### src/rtl/usb_pkg.sv
// Shared definitions for the USB host transaction layer: sequencer states,
// sender strobe encoding and default retry/timeout settings.
package usb_pkg;

  localparam int DEFAULT_MAX_ATTEMPTS   = 8;
  localparam int DEFAULT_TIMEOUT_CYCLES = 255;

  typedef enum logic [3:0] {
    IDLE,
    SEND_TOK,
    WAIT_TOK,
    SEND_DATA,
    WAIT_DATA,
    WAIT_HS,
    WAIT_RX,
    SEND_HS,
    WAIT_HS_DONE,
    RETRY,
    DONE
  } txn_state_t;

  // A single encoded strobe register guarantees at most one sender strobe per cycle.
  typedef enum logic [2:0] {
    STB_NONE,
    STB_OUT,
    STB_IN,
    STB_DATA0,
    STB_ACK,
    STB_NAK
  } strobe_t;

endpackage

### src/rtl/txn_timer.sv
// Turnaround timer: counts cycles while enabled and flags the final cycle of
// the TIMEOUT_CYCLES-long response window.
module txn_timer
  import usb_pkg::*;
#(
  parameter int TIMEOUT_CYCLES = DEFAULT_TIMEOUT_CYCLES
) (
  input  logic clock,
  input  logic reset,
  input  logic clear,
  input  logic enable,
  output logic timeout
);

  localparam int CW = (TIMEOUT_CYCLES > 2) ? $clog2(TIMEOUT_CYCLES) : 1;
  localparam logic [CW-1:0] LAST = CW'(TIMEOUT_CYCLES - 1);

  logic [CW-1:0] count;

  // NOTE: sequential state uses non-blocking assignments so every flop samples pre-edge values.
  always_ff @(posedge clock) begin
    if (reset || clear) begin
      count <= '0;
    end else if (enable && (count != LAST)) begin
      count <= count + 1'b1;
    end
  end

  assign timeout = enable && (count == LAST);

endmodule

### src/rtl/usb_txn_sequencer.sv
// Host-side OUT/IN transaction sequencer: drives the packet sender strobes,
// arms the receiver, and applies the retry and turnaround-timeout policy.
module usb_txn_sequencer
  import usb_pkg::*;
#(
  parameter int MAX_ATTEMPTS   = DEFAULT_MAX_ATTEMPTS,
  parameter int TIMEOUT_CYCLES = DEFAULT_TIMEOUT_CYCLES
) (
  input  logic        clock,
  input  logic        reset,
  input  logic        txn_start,
  input  logic        txn_is_in,
  input  logic [3:0]  txn_endp,
  input  logic [63:0] txn_data_out,
  output logic        txn_busy,
  output logic        txn_done,
  output logic        txn_success,
  output logic [63:0] txn_data_in,
  output logic        send_OUT,
  output logic        send_IN,
  output logic        send_DATA0,
  output logic        send_ACK,
  output logic        send_NAK,
  output logic [3:0]  endp,
  output logic [63:0] data,
  input  logic        out_done,
  output logic        rx_enable,
  input  logic        rx_ack,
  input  logic        rx_nak,
  input  logic        rx_data_valid,
  input  logic        rx_data_ok,
  input  logic [63:0] rx_data
);

  localparam int AW = $clog2(MAX_ATTEMPTS + 1);
  localparam logic [AW-1:0] LAST_ATTEMPT = AW'(MAX_ATTEMPTS);

  txn_state_t    state, next_state;
  strobe_t       strobe_q, next_strobe;
  logic [AW-1:0] attempt_q;
  logic [AW-1:0] attempt_inc;
  logic          is_in_q;
  logic          hs_is_ack_q;
  logic          done_ok;
  logic          in_wait;
  logic          timeout;

  assign in_wait     = (state == WAIT_HS) || (state == WAIT_RX);
  assign attempt_inc = attempt_q + 1'b1;

  txn_timer #(.TIMEOUT_CYCLES(TIMEOUT_CYCLES)) u_timer (
    .clock   (clock),
    .reset   (reset),
    .clear   (!in_wait),
    .enable  (in_wait),
    .timeout (timeout)
  );

  // NOTE: every signal gets a default before the case so no path infers a latch.
  always_comb begin
    next_state  = state;
    next_strobe = STB_NONE;
    done_ok     = 1'b0;
    unique case (state)
      IDLE:         if (txn_start) next_state = SEND_TOK;
      SEND_TOK: begin
        next_strobe = is_in_q ? STB_IN : STB_OUT;
        next_state  = WAIT_TOK;
      end
      WAIT_TOK:     if (out_done) next_state = is_in_q ? WAIT_RX : SEND_DATA;
      SEND_DATA: begin
        next_strobe = STB_DATA0;
        next_state  = WAIT_DATA;
      end
      WAIT_DATA:    if (out_done) next_state = WAIT_HS;
      WAIT_HS: begin
        // NAK dominates a simultaneous ACK; any rx event beats the timeout.
        if (rx_nak) begin
          next_state = RETRY;
        end else if (rx_ack) begin
          next_state = DONE;
          done_ok    = 1'b1;
        end else if (timeout) begin
          next_state = RETRY;
        end
      end
      WAIT_RX: begin
        if (rx_data_valid)  next_state = SEND_HS;
        else if (timeout)   next_state = RETRY;
      end
      SEND_HS: begin
        next_strobe = hs_is_ack_q ? STB_ACK : STB_NAK;
        next_state  = WAIT_HS_DONE;
      end
      WAIT_HS_DONE: begin
        if (out_done) begin
          next_state = hs_is_ack_q ? DONE : RETRY;
          done_ok    = hs_is_ack_q;
        end
      end
      RETRY:        next_state = (attempt_inc == LAST_ATTEMPT) ? DONE : SEND_TOK;
      DONE:         next_state = IDLE;
      default:      next_state = IDLE;
    endcase
  end

  always_ff @(posedge clock) begin
    if (reset) begin
      state       <= IDLE;
      strobe_q    <= STB_NONE;
      attempt_q   <= '0;
      is_in_q     <= 1'b0;
      hs_is_ack_q <= 1'b0;
      txn_busy    <= 1'b0;
      txn_done    <= 1'b0;
      txn_success <= 1'b0;
      txn_data_in <= '0;
      rx_enable   <= 1'b0;
      endp        <= '0;
      data        <= '0;
    end else begin
      state       <= next_state;
      strobe_q    <= next_strobe;
      txn_busy    <= (next_state != IDLE);
      txn_done    <= (next_state == DONE);
      txn_success <= (next_state == DONE) && done_ok;
      rx_enable   <= (next_state == WAIT_HS) || (next_state == WAIT_RX);
      if (state == IDLE && txn_start) begin
        is_in_q   <= txn_is_in;
        endp      <= txn_endp;
        data      <= txn_data_out;
        attempt_q <= '0;
      end
      if (state == RETRY) attempt_q <= attempt_inc;
      if (state == WAIT_RX && rx_data_valid) begin
        hs_is_ack_q <= rx_data_ok;
        if (rx_data_ok) txn_data_in <= rx_data;
      end
    end
  end

  assign send_OUT   = (strobe_q == STB_OUT);
  assign send_IN    = (strobe_q == STB_IN);
  assign send_DATA0 = (strobe_q == STB_DATA0);
  assign send_ACK   = (strobe_q == STB_ACK);
  assign send_NAK   = (strobe_q == STB_NAK);

endmodule

### config.mk
export PLATFORM = sky130hd
export DESIGN_NAME = usb_txn_sequencer
export DESIGN_NICKNAME = d
export VERILOG_FILES = /design/src/rtl/usb_pkg.sv /design/src/rtl/txn_timer.sv /design/src/rtl/usb_txn_sequencer.sv
export SDC_FILE = /design/constraint.sdc
export NUM_CORES = 1
export LEC_CHECK = 0
export ABC_AREA = 1
export CAP_MARGIN = 20
export CORE_MARGIN = 2
export CORE_UTILIZATION = 25
export DETAILED_ROUTE_END_ITERATION = 6
export PLACE_DENSITY = 0.65
export SYNTH_ARGS = -nofsm -noshare
export SYNTH_HDL_FRONTEND = slang
export SYNTH_SLANG_ARGS = --single-unit
### constraint.sdc
create_clock -name clock -period 1.54 [get_ports clock]
set_clock_uncertainty 0.05 [all_clocks]
set_input_delay 0.308 -clock clock [delete_from_list [all_inputs] [get_ports clock]]
set_output_delay 0.308 -clock clock [all_outputs]
set_load 0.02 [all_outputs]
---- Yosys cells after proc, flatten, opt, wreduce, memory -nomap -nowiden ----
Index checks and enable logic that the tools add are counted.
Widths: inputs -> output; s select.
storage, ports and cells
  word-level logic and storage cells ...... 69
  memory bits (writable) .................. 0
  output and inout bits ................... 141
  memories kept ........................... 0
  register bits after elaboration ......... 157
  memory bits (read-only) ................. 0
  bits in latches ......................... 0
cells by class
  bitwise operators ....................... 0
  divide/modulo/power cells ............... 0
  reductions and logical operators ........ 13
  mux-type cells .......................... 21
  $mul .................................... 0
  shift operators ......................... 0
  equality and inequality tests ........... 20
  add/subtract/negate cells ............... 2
  order comparisons ....................... 0
operators by type and width
  cell                 number
  $mux 4               11
  $pmux 4 s10          1
  $eq 4x3->1 const B   6
  $eq 4x4->1 const B   4
  $pmux 3 s3           1
  $add 8x1->8 const B  1
  $eq 4x2->1 const B   2
  $eq 8x8->1 const B   1
  $ne 8x8->1 const B   1
  $eq 3x2->1 const B   2
  $eq 3x3->1 const B   2
  $logic_and 1x1->1    5
  $add 4x1->4 const B  1
  $eq 4x1->1 const B   1
  $logic_not 4->1      1
  $mux 1               4
  $mux 2               2
  $reduce_bool 4->1    1
  $eq 3x1->1 const B   1
  $logic_or 1x1->1     3
  $mux 3               1
  $pmux 1 s2           1
  $reduce_and 2->1     1
  $reduce_bool 2->1    1
  $logic_not 1->1      1

---- Longest topological paths before layout ----
Gate-level depths: netlist (run 1).
  depth in word-level cells ............... 9
  depth in mapped cells ................... 12

---- Hierarchy ----
A second synthesis (run 1) with hierarchy kept.
unflattened totals
  cell total of the unflattened synthesis .. 791
  area total of the unflattened synthesis .. 6,142.1 um^2
by module, submodules not included
  module             cells each  area each (um^2)  instances
  usb_txn_sequencer  721         5,660.4           1
  txn_timer          70          481.7             1

---- Worst setup path after synthesis (run 1) ----
Ideal clock, no wire load.
  path type ............................... register to register
  start point ............................. reg u_timer.count[0]
  end point ............................... reg txn_busy
  path buffers ............................ 0
  clock period less this slack ............ 1.520 ns
  library setup time ...................... 0.110 ns
  slack ................................... 0.020 ns
  arrival ................................. 1.361 ns
  required time ........................... 1.380 ns
  stages on the path, launching flop included .. 13
  cells stage by stage .................... dfxtp_1 > inv_1 > ha_1 > inv_1 > nor2_1 > nand2_1 > nand2_1 > nand3_1 > nand3_1 > nor2_1 > nand3_1 > nand2_1 > inv_1
between the ends
  word-level cells in the longest chain between the ends .. 7
  elaborated cells between the ends (all ways) .. 8
ends and longest elaborated chain
  what                    line                                              text
  start, declared         txn_timer.sv:18                                   logic [CW-1:0] count;
  start signal, assigned  txn_timer.sv:25                                   count <= count + 1'b1;
  $eq 8x8->1 (*)          txn_timer.sv:29                                   assign timeout = enable && (count == LAST);
  $logic_and 1x1->1 (*)   txn_timer.sv:29
  $mux 4 (*)              usb_txn_sequencer.sv:83, usb_txn_sequencer.sv:89
  $mux 4                  usb_txn_sequencer.sv:80                           end else if (rx_ack) begin
  $mux 4                  usb_txn_sequencer.sv:78                           if (rx_nak) begin
  $pmux 4 s10 (*)         usb_txn_sequencer.sv:64                           unique case (state)
  $reduce_bool 4->1 (*)   usb_txn_sequencer.sv:124                          txn_busy <= (next_state != IDLE);
  end signal, assigned    usb_txn_sequencer.sv:124
  end, declared           usb_txn_sequencer.sv:15                           output logic txn_busy,
Mark *: on every way between the ends. The rest lies on a longest branch, timed or not.
A chain may end at the register's enable or synchronous reset.

---- Final worst setup path (run 1) ----
  start point ............................. reg state[1]
  end point ............................... reg u_timer.count[5]
between the ends
  word-level cells in the longest chain between the ends .. 4
  elaborated cells between the ends (all ways) .. 6
ends and longest elaborated chain
  what                    line                      text
  start, declared         usb_txn_sequencer.sv:38   txn_state_t state, next_state;
  start signal, assigned  usb_txn_sequencer.sv:122  state <= next_state;
  $eq 4x3->1              usb_txn_sequencer.sv:48   assign in_wait = (state == WAIT_HS) || (state == WAIT_RX);
  $logic_or 1x1->1 (*)    usb_txn_sequencer.sv:48
  $logic_not 1->1         usb_txn_sequencer.sv:54   .clear (!in_wait),
  $logic_or 1x1->1        txn_timer.sv:22           if (reset || clear) begin
Marks and branches as above.

==> results of run 1 <==
metrics by stage:
step | hold WS (ps) | instance area [um2] | utilization | instances
floorplan | 402 | 5940 | - | 784
global placement | 380 | 9490 | 0.406 | 1393
detailed placement | 385 | 9490 | 0.406 | 1393
CTS | 393 | 9930 | 0.424 | 1425
global route | 410 | 10300 | 0.441 | 1440
finish | 388 | 10300 | 0.441 | 1440
repair_timing:
item                       CTS  global route
setup endpoints to repair  221           146
gates resized for setup    181           131
pin swaps                    1            17
cloned                       0             6
setup buffers                0             8
how the worst max path moves through the flow:
stage	from	end	depth (start not counted)
after detailed placement	rx_data_valid	txn_done	9
after CTS	strobe_q[2]	send_NAK	3
final	state[1]	u_timer.count[5]	9
after global routing	state[1]	u_timer.count[5]	9
after floorplan	u_timer.count[0]	txn_busy	12
after global placement	txn_start	data[51]	6
cells in the final DEF, fill, tap and decap left out, drive strengths merged, types with 2 or more instances in the layout:
cell type      instances
dfxtp                157
nor2                 157
clkdlybuf4s50        140
o21ai                137
dlygate4sd2          131
inv                  106
a21oi                 83
buf                   67
nand2                 61
clkbuf                26
nand3                 18
nor3                   8
clkinv                 5
clkdlybuf4s15          4
nand4                  3
ha                     3
nand3b                 2
xor2                   2
clkinvlp               2
or2                    2
logic make-up after synthesis:
family,Yosys count,share of synthesized area
fa+ha+maj,3,0.00632
flops,157,0.529
xor+xnor,2,0.00295
buf+inv,146,0.0946
compound gates,223,0.189
simple gates,253,0.178
critical path, delay by kind of cell, from the launching register on:
family	cells	cell delay (ps)
flip-flops	1	400
AND/OR/NAND/NOR	7	860
AO/OA/AOI/OAI	1	130
buffers and inverters	1	50
cell type report:
class / instances / share of cell area
clock inverter: 12 / 0.0122
inverter: 102 / 0.0387
clock buffer: 20 / 0.0443
multi-input combinational: 481 / 0.235
sequential: 157 / 0.307
antenna: 1 / 0.000243
timing repair buffer: 348 / 0.324
tap: 319 / 0.0387
layer usage:
| metal | track usage | vias up | share of wire |
|---|---|---|---|
| met5 | 0 | - | 0 |
| met3 | 0.0438 | 22 | 0.059 |
| li1 | - | 3156 | - |
| met1 | 0.168 | 2785 | 0.41 |
| met4 | 0.0553 | 0 | 0.018 |
| met2 | 0.264 | 152 | 0.52 |
registers in the layout (all words and copies together) (netlist names):
name           count
txn_busy           1
state              4
rx_enable          1
is_in_q            1
data              64
attempt_q          4
txn_success        1
strobe_q           3
hs_is_ack_q        1
endp               4
txn_data_in       64
u_timer.count      8
txn_done           1
power by group through the flow:
| stage | Clock, mW | Combinational [mW] | Sequential [mW] |
|---|---|---|---|
| after floorplan | 0 | 0.759 | 5.03 |
| after global placement | 0 | 2.49 | 4.65 |
| after detailed placement | 0 | 2.51 | 4.66 |
| after CTS | 4.34 | 2.33 | 4.57 |
| after global routing | 4.47 | 2.70 | 4.62 |
| final | 4.16 | 2.46 | 4.57 |
synth_stat cells:
library cell	instances
nor3b_1	1
nand3_2	1
a211oi_1	1
nand2_4	2
o21ai_1	8
o21bai_1	1
o21a_1	1
clkbuf_1	31
or2_0	1
inv_2	4
inv_1	98
nand3b_1	2
or2_2	1
nor2_1	153
buf_1	2
nand3_1	17
xor2_1	2
nor2_4	2
nor3_1	7
nand4_1	3
dfxtp_1	157
nor4_1	1
buf_2	11
o21ai_0	129
nand2_2	1
nor2_2	2
a21oi_1	83
nor3_2	1
nand2_1	58
ha_1	3
==> results.py, run 1 <==
metrics = {
    "run_status": {
        "outcome": "finished with violations",
        "violations": "negative setup slack",
    },
    "layout": {
        "drive_gt1_frac": 0.152,
        "multi_input_comb_area_um2": 2420,
        "n_fill_cell": 2422,
        "regArea_um2": 3170,
        "area_growth_pct": 73.7,
        "nets": 1251,
    },
    "clock_network": {
        "cts_num_sinks": 157,
        "insertion_delay_ps": 410,
        "cts_tree": "built",
        "numCtsBuffers": 17,
        "h-tree-depth": 4,
        "clkTransAtPathRegs_ps": 70,
        "postCtsHoldBufs": 0,
        "cts_root_buffer": "clkbuf_16",
        "clockBufferDepth": 2,
    },
    "logic_synthesis": {
        "syn_nets": 928,
        "yosys_warnings": 0,
        "syn_area_um2": 5940,
        "avgSynthCellArea_um2": 7.58,
        "synth_seq_area_share": 0.529,
        "synth.distinct_cells": 30,
        "netlist.area_leader.share": 0.529,
        "postSynthCellCount": 784,
        "yosysTopAreaCell": "dfxtp_1",
        "ys_seq_elements": 157,
        "synthTopCellsByArea": "dfxtp_1 53%, o21ai_0 11%, nor2_1 9.7%",
    },
    "hold_path": {
        "hp-start": "data[26]",
        "min_to": "data[26]",
        "hold_depth": 2,
        "hold_class": "register to register",
    },
    "route": {
        "via_count": 6115,
        "avgViaCountPerCell": 4.25,
        "first_pass_iters": 4,
        "dr.first_iter.drc_count": 320,
        "ant_nets": 0,
        "wl_um": 19500,
        "drc_errors": 0,
        "wl_per_cell_um": 13.5,
    },
    "place": {
        "gp_congestion": 0.867,
        "place.port_buffers": 281,
        "place_ws_ps": -249,
        "dp_hpwl_um": 13800,
    },
    "sta": {
        "post-route-period-util": 1.01,
        "finalSetupViolations": 1,
        "tightest_slew_ps": 290,
        "fmax_mhz": 643,
        "final.min_clock_period_ps": 1560,
        "slew_violations": 0,
        "finalHoldViolations": 0,
        "rsz0062_at_grt": "yes",
        "fin_ws_ps": -15.1,
        "setup_tns_ps": -15.1,
        "maxSlewHeadroom": 0.806,
    },
    "power": {
        "clkPwrFrac": 0.372,
        "worst_ir_drop_vdd_mv": 0.671,
        "seqPwrFrac": 0.408,
        "power_density_nw_per_um2": 1090,
        "p_switching_mw": 3.30,
        "p_comb_frac": 0.220,
        "p_int_mw": 7.90,
        "leakagePower_nw": 4.62,
        "p_total_mw": 11.2,
        "switching_share": 0.295,
    },
    "setup_path": {
        "crit_path_max_incr_delay_ps": 400,
        "path_cells": "inv_4 -> nor2_4 -> nand2_2 -> nand2_4 -> nand2_8 -> nor2_4 -> nand2_2 -> or2_0 -> a21oi_1",
        "criticalPathCategory": "register to register",
        "reg2reg_to": "u_timer.count[5]",
        "cp-start-kind": "register",
        "worst-path-max-fanout": 6,
        "end_kind": "register",
        "reg2reg_depth": 9,
        "reg2reg_slack_ps": -20,
        "crit_required_ps": 1840,
        "critical-path-slowest-cell": "dfxtp_4",
        "rr_startpoint": "state[1]",
        "critPathArrivalTime_ps": 1850,
    },
    "die": {
        "die_w_um": 158,
        "rows": 56,
        "die-area_um2": 25000,
        "io_pins": 282,
        "die_h_um": 158,
        "core_area_um2": 23400,
        "initial_core_util": 0.254,
    },
    "global_route": {
        "grt_pass1_wl_um": 29300,
        "grt_max_degree": 64,
        "antenna_found_initial": 1,
        "grt_overflow": 0,
        "grt_usage": 0.149,
        "grt_pass1_vias": 5841,
    },
    "job": {
        "cap_violations": 0,
    },
}
No activity file was read; power rests on OpenSTA's default activity.
==> run 2, diff against run 1 <==
--- a/config.mk
+++ b/config.mk
@@ -11,6 +11,7 @@
 export CORE_UTILIZATION = 25
 export DETAILED_ROUTE_END_ITERATION = 6
 export PLACE_DENSITY = 0.65
+export REMOVE_ABC_BUFFERS = 1
 export SYNTH_ARGS = -nofsm -noshare
 export SYNTH_HDL_FRONTEND = slang
 export SYNTH_SLANG_ARGS = --single-unit
==> results.py, run 2 (synthesis results as in run 1) <==
metrics = {
    "sta": {
        "rsz0062_at_grt": "yes",
        "finalSetupViolations": 57,
        "tightest_slew_ps": 334,
        "fmax_mhz": 621,
        "slew_violations": 0,
        "final.min_clock_period_ps": 1610,
        "fin_ws_ps": -71.6,
        "post-route-period-util": 1.05,
        "maxSlewHeadroom": 0.777,
        "finalHoldViolations": 0,
    },
    "layout": {
        "multi_input_comb_area_um2": 2440,
        "top_regs": "data (64), txn_data_in (64), u_timer.count (8)",
        "antenna_cells": 0,
        "finalInstanceArea_um2": 10500,
        "layout_common_cells": "149 x dfxtp_1, 140 x nor2_1, 140 x clkdlybuf4s50_1",
        "n_fill_cell": 2400,
        "nets": 1255,
        "drive_gt1_frac": 0.156,
        "layout.cells.most_common": "dfxtp_1",
        "area_growth_pct": 76.1,
        "regArea_um2": 3160,
        "post-route-util": 0.447,
    },
    "setup_path": {
        "end_kind": "register",
        "reg2reg_depth": 8,
        "crit_required_ps": 1790,
        "worst-path-max-fanout": 23,
        "criticalPathCategory": "register to register",
        "critPathArrivalTime_ps": 1860,
        "cp-start-kind": "register",
    },
    "run_status": {
        "outcome": "finished with violations",
        "violations": "negative setup slack",
    },
    "power": {
        "worst_ir_drop_vdd_mv": 0.563,
        "p_total_mw": 11.4,
        "leakagePower_nw": 4.70,
        "power_density_nw_per_um2": 1090,
    },
    "clock_network": {
        "postCtsHoldBufs": 0,
        "h-tree-depth": 4,
        "cts_tree": "built",
        "cts_root_buffer": "clkbuf_16",
        "clockBufferDepth": 2,
        "numCtsBuffers": 17,
        "clkTransAtPathRegs_ps": 60,
        "cts_num_sinks": 157,
        "insertion_delay_ps": 410,
    },
    "place": {
        "place.port_buffers": 281,
        "dp_hpwl_um": 13500,
        "place_area_um2": 9510,
        "gp_congestion": 0.840,
    },
    "die": {
        "core_area_um2": 23400,
        "io_pins": 282,
        "die_h_um": 158,
        "die-area_um2": 25000,
        "die_w_um": 158,
        "rows": 56,
        "initial_core_util": 0.254,
    },
    "route": {
        "first_pass_iters": 4,
        "avgViaCountPerCell": 4.27,
        "ant_nets": 0,
        "dr.first_iter.drc_count": 243,
        "via_count": 6160,
        "wl_um": 19800,
        "wl_per_cell_um": 13.7,
        "drc_errors": 0,
    },
    "global_route": {
        "antenna_found_initial": 0,
        "grt_pass1_vias": 5821,
        "grt_pass1_wl_um": 29200,
        "grt_overflow": 0,
        "grt_max_degree": 74,
        "grt_usage": 0.149,
    },
    "hold_path": {
        "hold_depth": 2,
        "hold_class": "register to register",
    },
    "job": {
        "cap_violations": 0,
    },
}
-- run 2: per-stage QoR --
step	setup TNS (ps)	hold slack, ps	setup WS [ps]	std cells
after floorplan	-190500	327	-1500	740
after global placement	-17680	379	-243	1397
after detailed placement	-18800	384	-230	1397
after CTS	-33.8	392	-8.51	1433
after global routing	-7900	403	-146	1442
final	-1640	387	-71.6	1442
-- run 2: layer usage --
| metal | up-vias | part of all wire | GRT usage |
|---|---|---|---|
| met5 | - | 0 | 0 |
| met4 | 0 | 0.027 | 0.0631 |
| met3 | 34 | 0.053 | 0.0422 |
| met2 | 167 | 0.49 | 0.256 |
| met1 | 2793 | 0.43 | 0.173 |
| li1 | 3166 | - | - |
-- run 2: timing repair --
action / CTS / global route
setup buffers: 4 / 1
pin swaps: 5 / 14
gates cloned: 1 / 8
setup endpoints to repair: 225 / 124
gates resized for setup: 209 / 91
-- run 2: worst max-delay path: stages, from the launching register on --
cell	delay (ps)
dfxtp_4	420
inv_4	50
nor2_4	160
buf_6	110
nand4_1	80
buf_6	190
clkbuf_16	210
o21ai_1	140
nor2_1	50
-- run 2: layout make-up --
type | count | share of cell area
Tap cell | 319 | 0.0382
Inverter | 102 | 0.0382
Clock inverter | 14 | 0.0175
Multi-Input combinational cell | 481 | 0.234
Timing Repair Buffer | 352 | 0.329
Clock buffer | 17 | 0.0407
Sequential cell | 157 | 0.302
-- run 2: worst paths after layout --
check / from / slack (ps) / endpoint
hold / removal: data[48] / 390 / data[48]
setup / recovery: state[1] / -70 / txn_data_in[17]
setup reg to reg: state[1] / -70 / txn_data_in[17]
hold reg to reg: data[48] / 390 / data[48]
-- run 2: power by group --
group	leakage (nW)	total, mW	internal [mW]	switching (mW)
Sequential	1.29	4.58	4.40	0.181
Combinational	3.13	2.47	1.15	1.32
Clock	0.287	4.40	2.58	1.82
